--- config.mk ---
export PLATFORM = sky130hd
export DESIGN_NAME = tile_background_renderer
export DESIGN_NICKNAME = d
export VERILOG_FILES = /design/src/rtl/tile_background_renderer.sv
export SDC_FILE = /design/constraint.sdc
export NUM_CORES = 1
export LEC_CHECK = 0
export CAP_MARGIN = 20
export CORE_ASPECT_RATIO = 0.7
export CORE_MARGIN = 4
export CORE_UTILIZATION = 52
export CTS_CLUSTER_SIZE = 20
export DETAILED_ROUTE_END_ITERATION = 16
export PLACE_DENSITY = 0.93
export SYNTH_ARGS = -nofsm -noshare
export SYNTH_HDL_FRONTEND = slang
export SYNTH_SLANG_ARGS = --single-unit
--- constraint.sdc ---
create_clock -name clock -period 8 [get_ports clock]
set_clock_uncertainty 0.2 [all_clocks]
set_input_delay 1.6 -clock clock [delete_from_list [all_inputs] [get_ports clock]]
set_output_delay 1.6 -clock clock [all_outputs]
set_load 0.02 [all_outputs]
--- src/rtl/tile_background_renderer.sv ---
// +----------------------------------------------------------------------------+
// | Module      : tile_background_renderer                                     |
// | Description : Streams a screen-sized, horizontally wrapping tilemap window  |
// |               to a pixel plotter, one pixel per cycle.                     |
// |               Optional macro BG_TRANSPARENCY_EN suppresses KEY_COLOR plots.|
// | Revision    : 1.0 - initial release                                        |
// +----------------------------------------------------------------------------+
`default_nettype none

module tile_background_renderer #(
  parameter int TILE_W  = 8,
  parameter int TILE_H  = 8,
  parameter int SCR_TX  = 20,
  parameter int SCR_TY  = 15,
  parameter int MAP_LEN = 100,
  parameter int CODE_W  = 2,
  parameter int COLOR_W = 9,
  parameter int LVL_AW  = 15,
  parameter int TILE_AW = 8,
  parameter int XW      = 8,
  parameter int YW      = 7
`ifdef BG_TRANSPARENCY_EN
  ,
  parameter logic [COLOR_W-1:0] KEY_COLOR = '0
`endif
) (
  input  logic               clock,
  input  logic               resetn,
  input  logic               start,
  input  logic [LVL_AW-1:0]  x_offset,
  output logic               busy,
  output logic               done,
  output logic [LVL_AW-1:0]  level_addr,
  input  logic [CODE_W-1:0]  level_q,
  output logic [TILE_AW-1:0] tile_addr,
  input  logic [COLOR_W-1:0] tile_q,
  output logic [XW-1:0]      x,
  output logic [YW-1:0]      y,
  output logic [COLOR_W-1:0] color,
  output logic               plot
);

  localparam int c_pxw = $clog2(TILE_W);
  localparam int c_pyw = $clog2(TILE_H);
  localparam int c_txw = (SCR_TX > 1) ? $clog2(SCR_TX) : 1;
  localparam int c_tyw = (SCR_TY > 1) ? $clog2(SCR_TY) : 1;

  localparam logic [c_pxw-1:0] c_px_last = c_pxw'(TILE_W - 1);
  localparam logic [c_pyw-1:0] c_py_last = c_pyw'(TILE_H - 1);
  localparam logic [c_txw-1:0] c_tx_last = c_txw'(SCR_TX - 1);
  localparam logic [c_tyw-1:0] c_ty_last = c_tyw'(SCR_TY - 1);

  localparam logic [2:0] c_idle     = 3'd0;
  localparam logic [2:0] c_lvl_addr = 3'd1;
  localparam logic [2:0] c_lvl_wait = 3'd2;
  localparam logic [2:0] c_pix      = 3'd3;
  localparam logic [2:0] c_pix_last = 3'd4;
  localparam logic [2:0] c_done     = 3'd5;

  logic [2:0]         r_state;
  logic [LVL_AW-1:0]  r_off;
  logic [c_txw-1:0]   r_tx;
  logic [c_tyw-1:0]   r_ty;
  logic [c_pxw-1:0]   r_px;
  logic [c_pyw-1:0]   r_py;
  logic [CODE_W-1:0]  r_code;
  logic               r_busy;
  logic               r_done;
  logic               r_plot;
  logic [XW-1:0]      r_x;
  logic [YW-1:0]      r_y;

  logic [LVL_AW-1:0]  w_col;
  logic [LVL_AW-1:0]  w_col_wrap;
  logic [LVL_AW-1:0]  w_row_base;
  logic [TILE_AW-1:0] w_tile_addr;

  // Column wraps once at MAP_LEN; x_offset < MAP_LEN keeps off+tx below 2*MAP_LEN.
  assign w_col      = r_off + LVL_AW'(r_tx);
  assign w_col_wrap = (w_col >= LVL_AW'(MAP_LEN)) ? (w_col - LVL_AW'(MAP_LEN)) : w_col;
  assign w_row_base = LVL_AW'(r_ty) * LVL_AW'(MAP_LEN);
  assign w_tile_addr = (TILE_AW'(r_code) << (c_pxw + c_pyw))
                     | (TILE_AW'(r_py) << c_pxw)
                     | TILE_AW'(r_px);

  assign level_addr = (r_state == c_lvl_addr) ? (w_col_wrap + w_row_base) : '0;
  assign tile_addr  = (r_state == c_pix) ? w_tile_addr : '0;
  assign busy       = r_busy;
  assign done       = r_done;
  assign x          = r_x;
  assign y          = r_y;
  // tile_q is the registered ROM output for the address issued last cycle.
  assign color      = r_plot ? tile_q : '0;

`ifdef BG_TRANSPARENCY_EN
  assign plot = r_plot && (color != KEY_COLOR);
`else
  assign plot = r_plot;
`endif

  always_ff @(posedge clock) begin
    if (!resetn) begin
      r_state <= c_idle;
      r_off   <= '0;
      r_tx    <= '0;
      r_ty    <= '0;
      r_px    <= '0;
      r_py    <= '0;
      r_code  <= '0;
      r_busy  <= 1'b0;
      r_done  <= 1'b0;
      r_plot  <= 1'b0;
      r_x     <= '0;
      r_y     <= '0;
    end else begin
      r_done <= 1'b0;
      r_plot <= 1'b0;
      case (r_state)
        c_idle: begin
          if (start) begin
            r_off   <= x_offset;
            r_tx    <= '0;
            r_ty    <= '0;
            r_busy  <= 1'b1;
            r_state <= c_lvl_addr;
          end
        end
        c_lvl_addr: r_state <= c_lvl_wait;
        c_lvl_wait: begin
          r_code  <= level_q;
          r_px    <= '0;
          r_py    <= '0;
          r_state <= c_pix;
        end
        c_pix: begin
          r_plot <= 1'b1;
          r_x    <= (XW'(r_tx) << c_pxw) + XW'(r_px);
          r_y    <= (YW'(r_ty) << c_pyw) + YW'(r_py);
          r_px   <= r_px + c_pxw'(1);
          if (r_px == c_px_last) begin
            r_px <= '0;
            if (r_py == c_py_last) r_state <= c_pix_last;
            else                   r_py    <= r_py + c_pyw'(1);
          end
        end
        c_pix_last: begin
          if (r_tx == c_tx_last) begin
            r_tx <= '0;
            if (r_ty == c_ty_last) begin
              r_busy  <= 1'b0;
              r_done  <= 1'b1;
              r_state <= c_done;
            end else begin
              r_ty    <= r_ty + c_tyw'(1);
              r_state <= c_lvl_addr;
            end
          end else begin
            r_tx    <= r_tx + c_txw'(1);
            r_state <= c_lvl_addr;
          end
        end
        c_done:  r_state <= c_idle;
        default: r_state <= c_idle;
      endcase
    end
  end

endmodule

`default_nettype wire

== Yosys cells after proc, flatten, opt, wreduce, memory -nomap -nowiden ==
Index checks and enable logic that the tools add are counted.
Operators by class
  add/subtract/negate cells: 9
  multipliers: 1
  div/mod/pow operators: 0
  $lt $le $gt $ge: 1
  equality and inequality tests: 15
  shift-type cells: 0
  muxes and demuxes: 28
  bitwise operators: 2
  reductions and logical operators: 10
Operator list (count)
  two-way mux 15 bit: 2
  two-way mux 3 bit: 8
  adder 15 x 11 -> 15 bit: 1
  adder 15 x 5 -> 15 bit: 1
  greater-or-equal comparator 15 x 7 -> 1 bit, second input constant: 1
  one-hot mux 3 bit (5 select lines): 1
  subtractor 15 x 7 -> 15 bit, second input constant: 1
  two-way mux 4 bit: 3
  one-hot mux 3 bit (2 select lines): 2
  two-way mux 5 bit: 2
  != test 2 bit, second input constant: 5
  one-hot mux 5 bit (2 select lines): 1
  equality test 3 bit, second input constant: 3
  multiplier 4 x 5 -> 9 bit, second input constant: 1
  two-way mux 9 bit: 1
  AND reduction 3 bit: 3
  adder 8 x 3 -> 8 bit: 1
  two-way mux 8 bit: 1
  bitwise OR 8 x 3 -> 8 bit: 1
  bitwise OR 8 x 6 -> 8 bit: 1
  one-hot mux 4 bit (2 select lines): 1
  AND reduction 4 bit: 2
  adder 7 x 3 -> 7 bit: 1
  adder 3 x 1 -> 3 bit, second input constant: 2
  12 further kinds: 20
Storage, ports and cells
  bits in registers: 53
  bits in latches: 0
  memory bits (writable): 0
  bits in read-only memories: 0
  input bits: 29
  output and inout port bits: 50
  logic and storage cells: 78
  memories: 0

== Longest topological paths before layout ==
Gate-level depths: netlist of the first run.
  depth after elaboration: 5
  mapped depth: 24
  mapped depth without buffers: 23

== Worst setup path before layout of the first run ==
Ideal clock, no wire load.
  path kind: register to output
  from: reg r_tx[0]
  to: out level_addr[13]
  arrival time: 4.790 ns
  data required time: 6.200 ns
  setup slack: 1.410 ns
  cell stages (with the launch flop): 22
  buffers on the path: 2
  cell sequence: dfxtp_1 > ha_1 > inv_1 > fa_1 > nand2b_1 > a21oi_1 > or2_2 > buf_2 > nor3_1 > o31ai_1 > a211o_2 > clkbuf_1 > o21ai_0 > ha_1 > a21o_1 > a21oi_1 > o21bai_1 > a21oi_1 > o21ai_0 > a31oi_1 > or4_1 > a21oi_1
On the way
  word-level cells in the longest chain between the ends: 5
  elaborated cells between the ends (all ways): 6
  classes of those cells: 3 x add/sub; 1 x order compare; 2 x mux
RTL lines
  start: declaration: RTL line 62  | logic [c_txw-1:0] r_tx;
  start signal: assignment: RTL line 158  | r_tx <= r_tx + c_txw'(1);
  adder 15 x 5 -> 15 bit (*): RTL line 79  | assign w_col = r_off + LVL_AW'(r_tx);
  subtractor 15 x 7 -> 15 bit or greater-or-equal comparator 15 x 7 -> 1 bit (tied branches): RTL line 80  | assign w_col_wrap = (w_col >= LVL_AW'(MAP_LEN)) ? (w_col - LVL_AW'(MAP_LEN)) : w_col;
  two-way mux 15 bit (*): RTL line 80
  adder 15 x 11 -> 15 bit (*): RTL line 86  | assign level_addr = (r_state == c_lvl_addr) ? (w_col_wrap + w_row_base) : '0;
  two-way mux 15 bit (*): RTL line 86
  end: declaration: RTL line 33  | output logic [LVL_AW-1:0] level_addr,
Every way passes the cells marked *; elsewhere a longest branch is shown, timed or not.

== Final worst setup path of the first run ==
  from: reg r_tx[0]
  to: out level_addr[14]
Same word-level chain as after synthesis.

==> results of run 1 <==
[area by class of cell]
| type | instances | share of cell area, % |
|---|---|---|
| clock buffers | 7 | 1.58 |
| repair buffers | 83 | 16.9 |
| well taps | 98 | 2.53 |
| multi-input cells | 398 | 55.4 |
| flip-flops and latches | 53 | 21.9 |
| inverters | 20 | 1.55 |
| clock inverters | 1 | 0.155 |
[worst reg2reg max path, stage by stage, from the launching register on]
cell      delay (ps)
dfxtp_1          570
nor2_1           520
nand3b_1         600
nand2_1          360
nand3_1          120
xor2_1           160
nor2_1            80
[placed cells by master (no fill, tap or decap), types with 2 or more instances in the layout]
cell / synthesis / final
a21boi_0: 28 / 28
a21o_1: 6 / 6
a21oi_1: 16 / 15
a22oi_1: 4 / 4
a31oi_1: 7 / 7
and2_1: 21 / 21
and3_1: 10 / 10
buf_4: 0 / 5
clkbuf_1: 18 / 2
clkbuf_8: 0 / 5
clkdlybuf4s50_1: 0 / 78
dfxtp_1: 53 / 53
fa_1: 3 / 3
ha_1: 32 / 32
inv_1: 20 / 20
mux2i_1: 8 / 8
nand2_1: 89 / 89
nand2b_1: 7 / 7
nand3_1: 11 / 11
nand3b_1: 2 / 2
nand4_1: 5 / 5
nor2_1: 40 / 40
nor2b_1: 6 / 6
nor3_1: 6 / 6
o21a_1: 8 / 8
o21ai_0: 19 / 19
o21bai_1: 3 / 3
o31ai_1: 2 / 2
or2_2: 2 / 2
or3_1: 2 / 2
xnor2_1: 26 / 26
xor2_1: 11 / 11
[kinds of logic (layout without fill, tap and decap cells)]
family                     count (synthesis)  count (layout)
xor gates and xnor gates                  38              38
and+or+nand+nor                          213             213
adders and majority gates                 35              35
buffers and inverters                     41             111
DFF                                       53              53
AOI/OAI and AO/OA                        103             103
muxes                                      9               9
[worst paths after layout]
check                   from  slack, ps        endpoint  depth (start not counted)
setup / recovery     r_tx[0]        330  level_addr[14]                         22
hold / removal          y[6]        280            y[6]                          2
setup reg to reg  r_state[0]       5330         r_ty[3]                          6
hold reg to reg         y[6]        280            y[6]                          2
[layer usage]
layer	GRT usage, %	wire [um]	up-vias
met1	32.0	4810	1760
met2	37.1	4800	92
met3	4.07	485	14
met4	5.83	111	0
li1	-	-	1813
met5	0	0	-
[registers in the layout, indices dropped and copies added, names as in the netlist]
name     count
r_px         3
busy         1
r_state      3
x            8
plot         1
y            7
r_tx         5
done         1
r_code       2
r_off       15
r_ty         4
r_py         3
[through the flow]
step	setup TNS [ps]	area [um2]	hold slack [ps]
after floorplan	0	3890	248
after global placement	0	4730	260
after detailed placement	0	4730	264
after CTS	0	4820	278
after global routing	-122	4840	295
final	0	4840	279
[power by group through the flow]
stage / Sequential, mW / Combinational (mW) / Clock [mW]
after floorplan: 0.285 / 0.129 / 0
after global placement: 0.292 / 0.173 / 0
after detailed placement: 0.292 / 0.177 / 0
after CTS: 0.286 / 0.179 / 0.153
after global routing: 0.288 / 0.199 / 0.165
final: 0.287 / 0.183 / 0.149
[repair_timing]
item                       4_1_cts  5_1_grt
buffers inserted                 0        2
hold endpoints to repair         0        0
setup endpoints to repair        0        4
gates resized for setup          0        2
==> key figures, run 1 <==
Layout
  – Final core occ: 66.4%
  – Share of cells above drive strength 1: 5.16%
  – Number of fillers in the final layout: 587
  – Nets@finish: 625
  – Non-Filler Instances: 660
  – Register Area: 0.00106 mm2
  – Ant diodes: 0
  – Multi-input combinational cell area: 0.00268 mm2
  – Area Growth Syn to Fin: 24.5%

Drt
  – Drt initial violations: 334
  – Final wirelength: 10,200 um
  – Initial DRT Pass Iterations: 5
  – Drt wl/cell: 15.5 um
  – DRC Markers: 0
  – Remaining antenna violation count: 0
  – DR vias/cell: 5.57
  – Total number of vias: 3,679

Yosys
  – Post-synth EDFFs: 0
  – Largest family of logic cells by synthesized area: simple AND/OR/NAND/NOR gates
  – Syn Area/Cell: 7.90 um2
  – Async set or reset register ratio after synthesis: 0%
  – Yosys warnings: 0
  – Mux cell area share after synthesis: 2.35%
  – Most common cell in the netlist: nand2_1
  – Synth Area in Simple Gates: 26.7%
  – Register area share after synthesis: 27.3%
  – Synthesized instance count: 492
  – Post-Synthesis Cell Area: 0.00389 mm2
  – Seq cells post-synth: 53
  – Adder-Cell Fraction of Synth Area: 11.8%
  – Main flop type after synthesis: dfxtp_1
  – Distinct cells, synth: 55
  – Top area cells in the synthesized netlist: dfxtp_1, ha_1, nand2_1, xnor2_1, a21boi_0
  – Commonest cells post-synth: nand2_1, dfxtp_1, nor2_1
  – Post-Syn Nets: 556
  – Synth top area share: 27.3%
  – Yosys top cell by area: dfxtp_1
  – Post-synthesis compound-gate area fraction: 18.6%
  – Post-Synth XOR/XNOR Area: 9.04%

Pwr
  – Clock power share: 24.1%
  – Sw frac: 32.7%
  – Flop pwr share: 46.4%
  – Internal power: 0.416 mW
  – Leak Pwr: 1.98 nW
  – Max VDD drop: 0.0000666 V
  – P per Cell Area: 128 mW/mm2
  – Combinational power share: 29.5%
  – Switching Power: 0.202 mW
  – Design Power: 0.618 mW

Timing
  – Final Max Slew Viols: 0
  – Worst-Margin Slew: 805 ps
  – Count of final hold-check violations: 0
  – Final setup margin: 333 ps
  – Finish-stage setup viols: 0
  – Clock period minus worst slack: 7670 ps
  – Period utilization: 95.8%
  – Fmax: 0.130 GHz
  – Worst slew margin: 45.8%

Global routing
  – First-pass GRT wire length: 17,100 um
  – Initial antenna violation count: 0
  – All-Layer GR Usage: 23.0%
  – Vias in the first global route: 3,509
  – Global route overflow: 0
  – Largest net degree at the start of global routing: 52

CTS
  – Clk_lat worst skew: 310 ps
  – Clock tree buffer depth: 2
  – Clk root buf: clkbuf_8
  – H-tree depth: 2
  – Reg clk slew, reported paths: 90 ps
  – CTS buffer count: 5
  – CTS tree: done
  – Clock sink total: 53
  – CTS Hold Bufs: 0

Placed design
  – I/O Buffers: 78
  – Dpl cells: 650
  – Gp weighted congestion: 0.966
  – DP HPWL: 7990 um
  – Post-place setup slack: 672 ps

Worst setup path
  – Critical path class: reg2out
  – Crit. End Element: output port
  – CP Data Required Time: 6200 ps
  – CP Launch Type: flop
  – Crit-path cells: ha_1, inv_1, fa_1, nand2b_1, a21oi_2, o21ai_0, xor2_1, o31ai_1, a211o_2, xnor2_1, ha_1, fa_1, a21o_1, a21oi_1, o21ai_0, a21oi_1, o21bai_1, nand2b_1, mux2i_1, nand3b_1, mux2i_1, clkdlybuf4s50_1
  – Worst path top cell family by delay: compound AO/OA/AOI/OAI gates
  – Delay of the slowest critical-path stage: 620 ps
  – Critical Path Fanout Max: 11
  – Critical path's slowest cell: clkdlybuf4s50_1
  – Buf+Inv Stages, Crit Path: 2
  – WP data arrival: 5870 ps

Die
  – Die H: 80.3 um
  – Std-Cell Rows: 26
  – IO Pins: 79
  – Initial core utilization: 53.3%
  – Core area: 0.00729 mm2
  – Die area: 0.00895 mm2
  – Die width: 111 um

Flow run
  – Max Cap Viol: 0

Run status
  – Status: complete, no violations

Min path
  – HP Class: reg2reg
Power figures use the tool's default switching activity.
==> run 2, diff against run 1 <==
--- a/config.mk
+++ b/config.mk
@@ -8,10 +8,10 @@
 export CAP_MARGIN = 20
 export CORE_ASPECT_RATIO = 0.7
 export CORE_MARGIN = 4
-export CORE_UTILIZATION = 52
+export CORE_UTILIZATION = 47
 export CTS_CLUSTER_SIZE = 20
 export DETAILED_ROUTE_END_ITERATION = 16
-export PLACE_DENSITY = 0.93
+export PLACE_DENSITY = 0.89
 export SYNTH_ARGS = -nofsm -noshare
 export SYNTH_HDL_FRONTEND = slang
 export SYNTH_SLANG_ARGS = --single-unit
==> constraint.sdc (replaced) <==
create_clock -name clock -period 6.7 [get_ports clock]
set_clock_uncertainty 0.2 [all_clocks]
set_input_delay 1.34 -clock clock [delete_from_list [all_inputs] [get_ports clock]]
set_output_delay 1.34 -clock clock [all_outputs]
set_load 0.02 [all_outputs]
==> run 2 against run 1 <==
  * Via count fell by 0.38%
  * Critical path type unchanged
  * Sequential power up 19%
  * Final cell count increased by 2.7%
  * Largest cell class unchanged
  * Critical path depth increased by 2
  * Worst hold slack got worse by 14 ps
  * Core utilization fell by 2.6 points
==> key figures, run 2 (same netlist as run 1, synthesis figures left out) <==
Run status
  – Status: complete, no violations

Timing
  – Final Max Slew Viols: 0 (unchanged)
  – Worst-Margin Slew: 821 ps (+16.5 ps)
  – Fmax: 0.155 GHz
  – Setup TNS: 0 ps (unchanged)
  – Finish-stage setup viols: 0 (unchanged)
  – Clock period minus worst slack: 6440 ps
  – Period utilization: 96.1%
  – Worst slew margin: 44.8% (-0.96 points)
  – RSZ-0062 raised after global routing: true
  – Count of final hold-check violations: 0 (unchanged)

Die
  – Die area: 0.00981 mm2 (+9.7%)
  – Std-Cell Rows: 27 (+3.8%)
  – Initial core utilization: 48.8% (-4.6 points)
  – IO Pins: 79 (unchanged)
  – Die width: 117 um (+4.8%)
  – Core area: 0.00797 mm2 (+9.4%)
  – Die H: 84.1 um (+4.7%)

Global routing
  – Largest net degree at the start of global routing: 52 (unchanged)
  – First-pass GRT wire length: 16,600 um (-2.8%)
  – Vias in the first global route: 3,558 (+1.4%)
  – Initial antenna violation count: 0 (unchanged)
  – Global route overflow: 0 (unchanged)
  – All-Layer GR Usage: 20.6% (-2.4 points)

Drt
  – Drt initial violations: 181 (-46%)
  – Drt wl/cell: 15.2 um (-1.6%)
  – Final wirelength: 10,300 um (+1.1%)
  – Initial DRT Pass Iterations: 5 (unchanged)
  – DRC Markers: 0 (unchanged)
  – DR vias/cell: 5.41 (-3.0%)
  – Total number of vias: 3,665 (-0.38%)
  – Remaining antenna violation count: 0 (unchanged)

Worst setup path
  – Critical Path Stages: 24 (+9.1%)
  – Buf+Inv Stages, Crit Path: 5 (+3)
  – Setup slack, reg-to-reg: 4160 ps (-1170 ps)
  – Crit-path cells: ha_1, a21o_1, a21oi_2, xnor2_2, inv_2, ha_1, nand2_1, nor2_1, nor4_1, buf_4, o211ai_4, a211o_4, buf_4, nand2_1, xnor2_1, ha_1, inv_1, o21bai_1, a21oi_1, o21ai_1, a31oi_1, or4_1, a21oi_2, buf_4
  – Critical path's slowest cell: or4_1
  – Delay of the slowest critical-path stage: 500 ps (-120 ps)
  – Reg-to-reg critical path startpoint: r_state[0]
  – CP Launch Type: flop
  – Crit. End Element: output port
  – Worst path top cell family by delay: compound AO/OA/AOI/OAI gates
  – CP Data Required Time: 5160 ps (-1040 ps)
  – Crit path to: level_addr[13]
  – Setup crit start: r_tx[1]
  – Critical Path Fanout Max: 7 (-4)
  – Path depth of the worst reg2reg path: 6 (unchanged)
  – WP data arrival: 4900 ps (-970 ps)
  – Critical path class: reg2out
  – Worst r2r dst: r_ty[2]

CTS
  – CTS buffer count: 5 (unchanged)
  – CTS tree: done
  – Reg clk slew, reported paths: 70 ps (-20 ps)
  – H-tree depth: 2 (unchanged)
  – Clk_lat worst skew: 290 ps (-20 ps)
  – Clock tree buffer depth: 2 (unchanged)
  – Clock sink total: 53 (unchanged)
  – CTS Hold Bufs: 0 (unchanged)
  – Clk root buf: clkbuf_16

Layout
  – Most common cell after layout, fill and taps aside: nand2_1
  – Ant diodes: 0 (unchanged)
  – Commonest non-fill, non-tap cells in the layout: nand2_1, clkdlybuf4s50_1, dfxtp_1
  – Register Area: 0.00107 mm2 (+0.47%)
  – Max reg flops: 15 (unchanged)
  – Multi-input combinational cell area: 0.00275 mm2 (+2.4%)
  – Nets@finish: 640 (+2.4%)
  – Share of cells above drive strength 1: 10.7% (+5.6 points)
  – Non-Filler Instances: 678 (+2.7%)
  – Area Growth Syn to Fin: 31.0%
  – Number of fillers in the final layout: 669 (+14%)
  – Largest register by flop count: r_off

Pwr
  – Leak Pwr: 2.14 nW (+8.0%)
  – Max VDD drop: 0.000129 V (+93%)
  – P per Cell Area: 164 mW/mm2 (+29%)

Flow run
  – Max Cap Viol: 0 (unchanged)

Placed design
  – Dpl cells: 667 (+2.6%)
  – I/O Buffers: 78 (unchanged)
  – Gp weighted congestion: 0.853 (-12%)
  – DP HPWL: 7810 um (-2.2%)

Min path
  – HP Class: reg2reg
run 2: worst min-delay path by stage:
stage                   from        to  slack [ps]  depth (start not counted)
finish                  x[3]      x[3]         260                          2
global placement        y[4]      y[4]         250                          2
global route            x[3]      x[3]         290                          2
detailed placement      y[4]      y[4]         260                          2
CTS                     x[3]      x[3]         270                          2
floorplan           r_off[0]  r_off[0]         250                          2
run 2: metrics by stage:
step	utilization (%)	worst slack, ps	total power, mW	hold WS (ps)	instance area (um2)
floorplan	-	370	0.494	248	3890
global placement	60.7	110	0.557	253	4840
detailed placement	60.7	-92.4	0.565	263	4840
CTS	62.7	16.4	0.833	270	5000
global route	63.9	-55.0	0.880	287	5090
finish	63.9	260	0.837	265	5090
run 2: tightest hold or removal path, cell delays in order (launching register included):
cell and delay (ps):
dfxtp_1 310, nand2_1 40, a21boi_0 60
run 2: metal layers:
metal	global-route usage, %	vias to the layer above	share of wire (%)
li1	-	1838	-
met4	4.27	0	0.85
met1	27.0	1720	45
met5	0	-	0
met2	34.7	97	50
met3	4.42	10	4.8
run 2: area by class of cell:
type / instances / share of cell area [%]
Tap cell: 101 / 2.48
Clock buffer: 6 / 2.73
Clock inverter: 2 / 0.319
Multi-Input combinational cell: 398 / 53.9
Timing Repair Buffer: 98 / 18.1
Inverter: 20 / 1.47
Sequential cell: 53 / 20.9
run 2: power breakdown:
group / total (mW) / switching [mW] / leakage (nW) / internal, mW
clock: 0.270 / 0.119 / 0.0735 / 0.150
combinational: 0.226 / 0.122 / 1.64 / 0.104
sequential: 0.341 / 0.0168 / 0.431 / 0.324
total: 0.837 / 0.258 / 2.14 / 0.579
run 2: what timing repair did:
item	in CTS	in global routing
endpoints found under the setup margin	6	8
buffers inserted	0	3
resized for setup	13	27
pin swaps	0	10
==> run 3, diff against run 2 <==
--- a/config.mk
+++ b/config.mk
@@ -5,11 +5,10 @@
 export SDC_FILE = /design/constraint.sdc
 export NUM_CORES = 1
 export LEC_CHECK = 0
-export CAP_MARGIN = 20
 export CORE_ASPECT_RATIO = 0.7
 export CORE_MARGIN = 4
 export CORE_UTILIZATION = 47
-export CTS_CLUSTER_SIZE = 20
+export CTS_CLUSTER_SIZE = 25
 export DETAILED_ROUTE_END_ITERATION = 16
 export PLACE_DENSITY = 0.89
 export SYNTH_ARGS = -nofsm -noshare
==> results of run 3 <==
Same layout as run 2: the final DEF is identical, and so are final timing and power.
